### src/rtl/memory_bank_pkg.sv
// Shared types and helpers for the memory_bank storage block.
package memory_bank_pkg;

   // Clear sequencer states
   typedef enum logic {
      ST_IDLE  = 1'b0,
      ST_CLEAR = 1'b1
   } bank_state_t;

   // Address width needed to index a bank of the given depth
   function automatic int addr_width(input int depth);
      return $clog2(depth);
   endfunction

endpackage

### src/rtl/memory_bank_mem_word.sv
// One storage word: WIDTH-bit register with async reset and load enable.
module mem_word
   import memory_bank_pkg::*;
#(
   parameter int WIDTH = 8
) (
   input  logic             clk,
   input  logic             reset,
   input  logic             load,
   input  logic [WIDTH-1:0] d,
   output logic [WIDTH-1:0] q
);

   // Capture d when loaded; reset returns the word to zero
   always_ff @(posedge clk or posedge reset) begin
      if (reset)
         q <= '0;
      else if (load)
         q <= d;
   end

endmodule

### src/rtl/memory_bank.sv
// Parametrised storage bank: one write port, one registered read port with
// valid pulse, and a self-timed sequencer that zeroes every word.
module memory_bank
   import memory_bank_pkg::*;
#(
   parameter int  WIDTH = 8,
   parameter int  DEPTH = 4,
   localparam int AW    = addr_width(DEPTH)
) (
   input  logic             clk,
   input  logic             reset,
   input  logic [WIDTH-1:0] data,
   input  logic             store,
   input  logic [AW-1:0]    addr,
   input  logic             rd_en,
   input  logic [AW-1:0]    rd_addr,
   output logic [WIDTH-1:0] memory,
   output logic             rd_valid,
   input  logic             clear,
   output logic             busy,
   output logic             store_drop
);

   localparam logic [AW-1:0] LAST = AW'(DEPTH - 1);

   bank_state_t      state;
   bank_state_t      state_next;
   logic [AW-1:0]    cnt;
   logic [AW-1:0]    cnt_next;
   logic             idle;
   logic             addr_ok;
   logic             rd_addr_ok;
   logic             write_ok;
   logic             rd_ok;
   logic [WIDTH-1:0] rd_word;
   logic [WIDTH-1:0] word_q [DEPTH];

   assign idle       = (state == ST_IDLE);
   assign busy       = (state == ST_CLEAR);
   assign addr_ok    = int'(addr) < DEPTH;
   assign rd_addr_ok = int'(rd_addr) < DEPTH;
   // A store only lands in IDLE and loses to a same-cycle clear request
   assign write_ok   = idle && store && !clear && addr_ok;
   assign rd_ok      = idle && rd_en;

   // Storage words: loaded by the write decode or zeroed by the sequencer
   for (genvar gi = 0; gi < DEPTH; gi++) begin : g_word
      logic wr_hit;
      logic clr_hit;
      assign wr_hit  = write_ok && (addr == AW'(gi));
      assign clr_hit = busy && (cnt == AW'(gi));
      mem_word #(.WIDTH(WIDTH)) u_word (
         .clk   (clk),
         .reset (reset),
         .load  (wr_hit || clr_hit),
         .d     (clr_hit ? '0 : data),
         .q     (word_q[gi])
      );
   end

   // Clear sequencer next state: walk cnt from 0 to DEPTH-1, then back to IDLE
   always_comb begin
      state_next = state;
      cnt_next   = cnt;
      case (state)
         ST_IDLE: begin
            if (clear) begin
               state_next = ST_CLEAR;
               cnt_next   = '0;
            end
         end
         ST_CLEAR: begin
            if (cnt == LAST) begin
               state_next = ST_IDLE;
               cnt_next   = '0;
            end else begin
               cnt_next = cnt + 1'b1;
            end
         end
         default: begin
            state_next = ST_IDLE;
            cnt_next   = '0;
         end
      endcase
   end

   // Read mux with write-first bypass; out-of-range addresses read as zero
   always_comb begin
      rd_word = '0;
      if (rd_addr_ok) begin
         if (write_ok && (addr == rd_addr))
            rd_word = data;
         else
            rd_word = word_q[rd_addr];
      end
   end

   // Sequencer state, read output register and drop pulse
   always_ff @(posedge clk or posedge reset) begin
      if (reset) begin
         state      <= ST_IDLE;
         cnt        <= '0;
         memory     <= '0;
         rd_valid   <= 1'b0;
         store_drop <= 1'b0;
      end else begin
         state      <= state_next;
         cnt        <= cnt_next;
         rd_valid   <= rd_ok;
         store_drop <= store && (busy || clear);
         if (rd_ok)
            memory <= rd_word;
      end
   end

endmodule

### config.mk
export PLATFORM = sky130hd
export DESIGN_NAME = memory_bank
export DESIGN_NICKNAME = d
export VERILOG_FILES = /design/src/rtl/memory_bank_pkg.sv /design/src/rtl/memory_bank_mem_word.sv /design/src/rtl/memory_bank.sv
export SDC_FILE = /design/constraint.sdc
export NUM_CORES = 1
export LEC_CHECK = 0
export ABC_AREA = 1
export BUFFER_PORTS_ARGS = -buffer_cell sky130_fd_sc_hd__buf_4
export CAP_MARGIN = 0
export CORE_MARGIN = 2
export CORE_UTILIZATION = 54
export CTS_BUF_LIST = sky130_fd_sc_hd__clkbuf_4
export CTS_CLUSTER_DIAMETER = 200
export DETAILED_ROUTE_END_ITERATION = 8
export PLACE_DENSITY_LB_ADDON = 0.15
export RECOVER_POWER = 25
export SKIP_LAST_GASP = 1
export SYNTH_ARGS = -nofsm -noshare
export SYNTH_HDL_FRONTEND = slang
export SYNTH_SLANG_ARGS = --single-unit
### constraint.sdc
create_clock -name clk -period 1.2 [get_ports clk]
set_input_delay 0.06 -clock clk [delete_from_list [all_inputs] [get_ports clk]]
set_output_delay 0.06 -clock clk [all_outputs]
set_load 0.01 [all_outputs]
==> results of run 1 <==
==> metal layers <==
metal | vias to the layer above | routed length (um) | share of wire [%]
li1 | 983 | - | -
met1 | 989 | 2520 | 43
met2 | 88 | 2780 | 47
met3 | 16 | 461 | 7.8
met4 | 0 | 165 | 2.8
met5 | - | 0 | 0
==> flip-flops by register name, indices dropped and copies added, names as in the netlist <==
register / flops
busy: 1
memory: 8
cnt: 2
store_drop: 1
rd_valid: 1
g_word.u_word.q: 32
==> how the worst max path moves through the flow <==
stage	to	slack, ns	cells past startpoint
after floorplan	g_word[2].u_word.q[5]	-0.12	8
after global placement	g_word[2].u_word.q[1]	-0.06	6
after detailed placement	g_word[3].u_word.q[3]	-0.1	6
after CTS	busy	-0.02	2
after global routing	memory[2]	-0.11	6
final	g_word[2].u_word.q[2]	-0.04	5
==> area by class of cell <==
class	instances	area share (%)
multi-input cells	197	43.7
well taps	50	2.13
clock inverters	2	1.32
repair inverters	1	0.213
flip-flops and latches	45	38.5
repair buffers	38	9.90
inverters	19	2.69
clock buffers	6	1.54
==> through the flow <==
step	area [um2]	TNS [ns]	instances
after floorplan	2350	-2.30	266
after global placement	2610	-1.23	342
after detailed placement	2610	-2.38	342
after CTS	2840	-0.101	357
after global routing	2930	-2.36	358
final	2930	-0.328	358
==> worst max-delay path: stages, from the launching register on <==
cell,delay [ns]
dfrtp_2,0.47
nor2_8,0.13
nand2_8,0.09
inv_4,0.12
nand3_4,0.16
o21ai_1,0.20
==> report_power, final <==
part / leakage [uW] / internal [uW] / total, uW / switching [uW]
logic: 0.000715 / 715 / 1850 / 1130
clock network: 0.0000459 / 467 / 984 / 517
registers: 0.000606 / 1870 / 2130 / 261
total: 0.00137 / 3050 / 4960 / 1910
==> cell usage in the layout, fill, tap and decap left out <==
cell,synthesis,routed
inv_2,4,4
bufinv_16,0,1
nand3_2,1,27
nand2_2,3,5
dfrtp_2,0,1
nand2_1,79,75
dfrtp_1,45,44
nand3_1,64,37
nand2_8,0,1
o21ai_2,15,15
buf_4,1,34
o21ai_1,17,17
nor2_1,1,1
nand3_4,4,9
a21oi_1,1,1
nand2_4,1,2
nor2_4,1,1
inv_8,0,1
inv_1,13,12
clkinv_4,0,1
nor2_8,1,1
o31ai_1,1,1
clkinv_1,1,2
dlygate4sd3_1,0,2
inv_4,0,1
clkbuf_4,0,8
ha_1,4,4
==> cells by family (layout without fill, tap and decap cells) <==
group / count (synthesis) / after routing / share of synthesized area [%]
flops: 45 / 45 / 48.5
compound gates: 34 / 34 / 9.86
simple gates: 155 / 159 / 32.8
buf+inv: 28 / 66 / 6.68
fa+ha+maj: 4 / 4 / 2.16
==> timing repair <==
action                     in CTS  in global routing
pin swaps                       2                  0
buffers inserted                0                  1
setup endpoints to repair      41                 41
hold buffers                    2                  0
hold endpoints to repair       46                  0
gates cloned                    5                  0
resized for setup              16                 19
==> summary.md, run 1 <==
| Metric | Value |
|---|---|
| Status | `finished with violations` |
| Violated checks | `negative setup slack` |
| Area delta synth->final | `26.2%` |
| Crit path from | `busy` |
| Hold Path Origin | `data[0]` |
| Place WS | `-0.0956 ns` |
| Worst relative slew slack | `57.9%` |
| Ys async rst share | `100%` |
| Syn_area_per_cell | `8.73 um2` |
| Antenna diodes | `0` |
| Met1 usage | `36.1%` |
| Final period utilization | `103%` |
| Post-Synthesis Cells | `266` |
| Post-DP HPWL | `3730 um` |
| CORE AREA | `4060 um2` |
| Worst skew pair latency | `0.38 ns` |
| Final GP Congestion | `0.911` |
| Final setup fails | `18` |
| Worst min-delay path class | `primary input to flop` |
| # H-tree levels | `2` |
| Main synth FF type | `dfrtp_1` |
| Worst-path fanout max | `8` |
| Max VDD drop | `0.866 mV` |
| GRT Total Usage | `25.9%` |
| TritonCTS Buffers | `5` |
| Global-route wire length before repair | `9720 um` |
| Worst setup EP type | `flop` |
| Worst hold slack | `0.0245 ns` |
| EDFF count, synth | `0` |
| FF-to-FF Start | `busy` |
| Initial Util | `57.2%` |
| Routed Antenna Nets | `0` |
| PortBufs | `27` |
| Clock Skews | `0.0136 ns` |
| Highest clock rate | `0.806 GHz` |
| P per Cell Area | `1690 nW/um2` |
| Row cnt | `23` |
| Period minus WS final | `1.24 ns` |
| Die Span X | `69.6 um` |
| Post-synthesis sequential area ratio | `48.5%` |
| Clock-pin slew on the worst setup and hold paths | `0.14 ns` |
| Commonest cells in the netlist | `nand2_1, nand3_1, dfrtp_1, o21ai_1, o21ai_2` |
| Clk sinks | `45` |
| Met3 usage | `7.56%` |
| Area contributors post-synth | `dfrtp_1, nand3_1, nand2_1` |
| DRT Wirelength | `5930 um` |
| Worst Max-Slew Pin Slew | `0.632 ns` |
| Number of synthesis warnings | `0` |
| Max-slew violation count | `0` |
| First-iteration detailed-routing DRC count | `143` |
| Critical Path AT | `1.54 ns` |
| Sequential Area | `1130 um2` |
| Required time of the critical path | `1.50 ns` |
| Final net count | `328` |
| Post-synth top area share | `48.5%` |
| Hold Path Stages | `3` |
| Setup CP Type | `flop to flop` |
| Synthesized Nets | `287` |
| Most frequent cell after synthesis | `nand2_1` |
| Chip Height | `69.6 um` |
| Met2 Resource Use GR | `38.7%` |
| Reg-to-reg slack, setup | `-0.04 ns` |
| Via count | `2076` |
| CTS tree | `built` |
| Seq cells post-synth | `45` |
| Total grt overflow | `0` |
| I/O Pins | `28` |
| Post-layout worst setup margin | `-0.0411 ns` |
| Post-synth cell types | `22` |
| Antenna violations before repair | `0` |
| Die ar. | `4840 um2` |
| Area leader, netlist | `dfrtp_1` |
| Largest net degree at the start of global routing | `46` |
| Share of layout cells above drive strength 1 | `36.4%` |
| Final Hold Violating Endpoints | `0` |
| FILL cells | `305` |
| DR pass1 iterations | `4` |
| Syn Std Cell Area | `2320 um2` |
| Type of origin of the critical path | `flop` |
| Gr busiest metal | `met2` |
| Footprint of the multi-input gates | `1280 um2` |
| Root Driver | `clkbuf_4` |
| Vias in the first global route | `1931` |
| R2R cell count | `5` |
| DRC | `0` |
| Power, Total | `4960 uW` |
| Via density | `5.80` |
| Hold path endpoint | `g_word[1].u_word.q[0]` |
| Leakage | `0.00137 uW` |
| Final Util | `72.2%` |
| Drt wl/cell | `16.6 um` |
| CTS Buffer Depth | `2` |
| Max-cap violations | `0` |
| Reg2reg end | `g_word[2].u_word.q[2]` |
| RSZ-0062 raised after global routing | `true` |
Note: power is estimated with default switching activity, not from simulation.
==> run 2, diff against run 1 <==
CORE_UTILIZATION = 60   (was 54)
clock period = 1.5 ns   (was 1.2 ns; I/O delays follow)
==> run 2 against run 1 <==
Compared with the run above: the flow now finishes without violations; die area decreased by 9.4%; sequential share of layout area grew 4.2 points; first-iteration DRC count up 31%; utilization fell by 0.74 points; flip-flop and latch count did not move; combinational power is 35% lower; non-clock buffer count down 5; critical path depth grew 1; final cell count is 3.4% lower; worst hold slack improved by 0.042 ns; largest cell class is now sequential cells.
==> summary.md, run 2 (synthesized netlist as in run 1, its figures left out) <==
| Metric | Value |
|---|---|
| Status | `finished clean` |
| Worst relative slew slack | `57.8% (about the same)` |
| Hold Path Origin | `data[6]` |
| Chip Height | `66.2 um (-4.8%)` |
| Antenna violations before repair | `0 (unchanged)` |
| Worst skew pair latency | `0.35 ns (-0.03 ns)` |
| Routed Antenna Nets | `0 (unchanged)` |
| Largest net degree at the start of global routing | `29 (-37%)` |
| Type of origin of the critical path | `flop` |
| Clk sinks | `45 (unchanged)` |
| TNS Setup | `0 ns (+0.328 ns)` |
| Total grt overflow | `0 (unchanged)` |
| Global-route wire length before repair | `8760 um (-9.9%)` |
| DRC | `0 (unchanged)` |
| CTS tree | `built` |
| RSZ-0062 raised after global routing | `false` |
| DRT Wirelength | `5200 um (-12%)` |
| Worst setup EP type | `flop` |
| Row cnt | `22 (-4.3%)` |
| CORE AREA | `3690 um2 (-9.1%)` |
| Root Driver | `clkbuf_4` |
| Place WS | `0.125 ns (+0.221 ns)` |
| Reg-to-reg slack, setup | `0.11 ns (+0.15 ns)` |
| Via density | `5.68 (-2.1%)` |
| GRT Total Usage | `26.9% (+1.1 points)` |
| Commonest non-fill, non-tap cells in the layout | `nand2_1, nand3_1, dfrtp_1` |
| Critical Path AT | `1.65 ns (+0.11 ns)` |
| Setup CP Type | `flop to flop` |
| Final Util | `71.5% (-0.74 points)` |
| Reg2reg end | `g_word[2].u_word.q[7]` |
| Final period utilization | `92.7% (-11 points)` |
| Share of layout cells above drive strength 1 | `22.5% (-14 points)` |
| FF-to-FF Start | `busy` |
| Final Hold Violating Endpoints | `0 (unchanged)` |
| P per Cell Area | `1370 nW/um2 (-19%)` |
| Area delta synth->final | `13.6%` |
| Placed cell count | `334 (-2.3%)` |
| Critical Path Slowest Stage Cell | `dfrtp_1` |
| DR pass1 iterations | `5 (+1)` |
| R2R cell count | `6 (+1)` |
| Vias in the first global route | `1773 (-8.2%)` |
| # resized after CTS | `0 (-16)` |
| Critical path buffers and inverters | `1 (unchanged)` |
| Final setup fails | `0 (-18)` |
| Clock-pin slew on the worst setup and hold paths | `0.13 ns (about the same)` |
| Period minus WS final | `1.39 ns (+0.150 ns)` |
| Max VDD drop | `0.852 mV (-1.6%)` |
| Worst-path fanout max | `16 (+8)` |
| Required time of the critical path | `1.76 ns (+0.26 ns)` |
| Largest registers | `g_word.u_word.q x32, memory x8, cnt x2` |
| Initial Util | `63.0% (+5.7 points)` |
| Antenna diodes | `0 (unchanged)` |
| Max-cap violations | `0 (unchanged)` |
| Worst Max-Slew Pin Slew | `0.629 ns (-0.00324 ns)` |
| Die ar. | `4380 um2 (-9.4%)` |
| # H-tree levels | `2 (unchanged)` |
| Highest clock rate | `0.719 GHz (-11%)` |
| Via count | `1965 (-5.3%)` |
| PortBufs | `27 (unchanged)` |
| Power, Total | `3630 uW (-27%)` |
| Final GP Congestion | `0.865 (-5.1%)` |
| TritonCTS Buffers | `5 (unchanged)` |
| CTS Buffer Depth | `2 (unchanged)` |
| Die Span X | `66.2 um (-4.8%)` |
| Worst min-delay path class | `primary input to flop` |
| Drt wl/cell | `15.0 um (-9.4%)` |
| Commonest non-fill, non-tap cell in the layout | `nand2_1` |
| CP delay by family, top | `simple AND/OR/NAND/NOR gates` |
| Hold path endpoint | `g_word[2].u_word.q[6]` |
| Clock Skews | `0.00723 ns (-0.00640 ns)` |
| Worst-path cell chain | `nor2_8 -> nand2_4 -> inv_6 -> nand3_4 -> nand3_1 -> o21ai_2` |
| Hold Path Stages | `3 (unchanged)` |
| Largest Register | `g_word.u_word.q` |
| Max-slew violation count | `0 (unchanged)` |
| Final net count | `318 (-3.0%)` |
| Post-DP HPWL | `3680 um (-1.3%)` |
| First-iteration detailed-routing DRC count | `187 (+31%)` |
| Post-layout worst setup margin | `0.109 ns (+0.150 ns)` |
| I/O Pins | `28 (unchanged)` |
| Slowest Stage Delay on Critical Path | `0.48 ns (about the same)` |
| Leakage | `0.00131 uW (-4.0%)` |
| Final std cells w/o fill | `346 (-3.4%)` |
| Max reg flops | `32 (unchanged)` |
run 2: changes by cell type in the layout (fill, tap and decap cells not counted), sizes merged:
cell | previous run | this run
clkbuf | 8 | 7
inv | 18 | 17
nand3 | 73 | 69
dlygate4sd3 | 2 | 4
buf | 34 | 28
run 2: what timing repair did:
action,in CTS,in global routing
endpoints found under the hold margin,19,0
hold buffers,4,0
buffers inserted,0,0
run 2: final cells by class:
cell class | count | area, um2
multi-input combinational | 193 | 1040
tap | 48 | 60.1
clock inverter | 2 | 33.8
fill | 320 | 1050
sequential | 45 | 1130
timing repair buffer | 33 | 255
inverter | 19 | 76.3
clock buffer | 6 | 45.0
run 2: worst max path at each step:
stage / from / end / slack [ns] / depth (start not counted)
after floorplan: busy / g_word[2].u_word.q[5] / 0.15 / 8
after global placement: busy / g_word[2].u_word.q[4] / 0.17 / 6
after detailed placement: busy / g_word[2].u_word.q[7] / 0.13 / 6
after CTS: busy / g_word[2].u_word.q[7] / 0.10 / 6
after global routing: busy / memory[4] / 0.02 / 5
final: busy / g_word[2].u_word.q[7] / 0.11 / 6
run 2: per-stage QoR:
stage	hold WS (ns)	instance area (um2)
after global placement	0.126	2530
final	0.0663	2640
after CTS	0.0642	2650
after global routing	0.0438	2640
after floorplan	0.181	2320
after detailed placement	0.131	2530
run 2: metal layers:
metal / vias to the layer above / global-route usage [%] / share of wire, %
met3: 11 / 6.64 / 8.8
met5: - / 0 / 0
met2: 99 / 40.3 / 46
met4: 0 / 8.16 / 1.7
li1: 955 / - / -
met1: 900 / 38.7 / 44
run 2: report_power, final:
group / leakage [uW] / switching [uW] / internal, uW
combinational: 0.000661 / 730 / 474
sequential: 0.000607 / 186 / 1490
clock: 0.0000433 / 378 / 365
run 2: worst register-to-register path, stage by stage (launching register included):
cell	delay (ns)
dfrtp_1	0.48
nor2_8	0.17
nand2_4	0.08
inv_6	0.10
nand3_4	0.22
nand3_1	0.18
o21ai_2	0.07
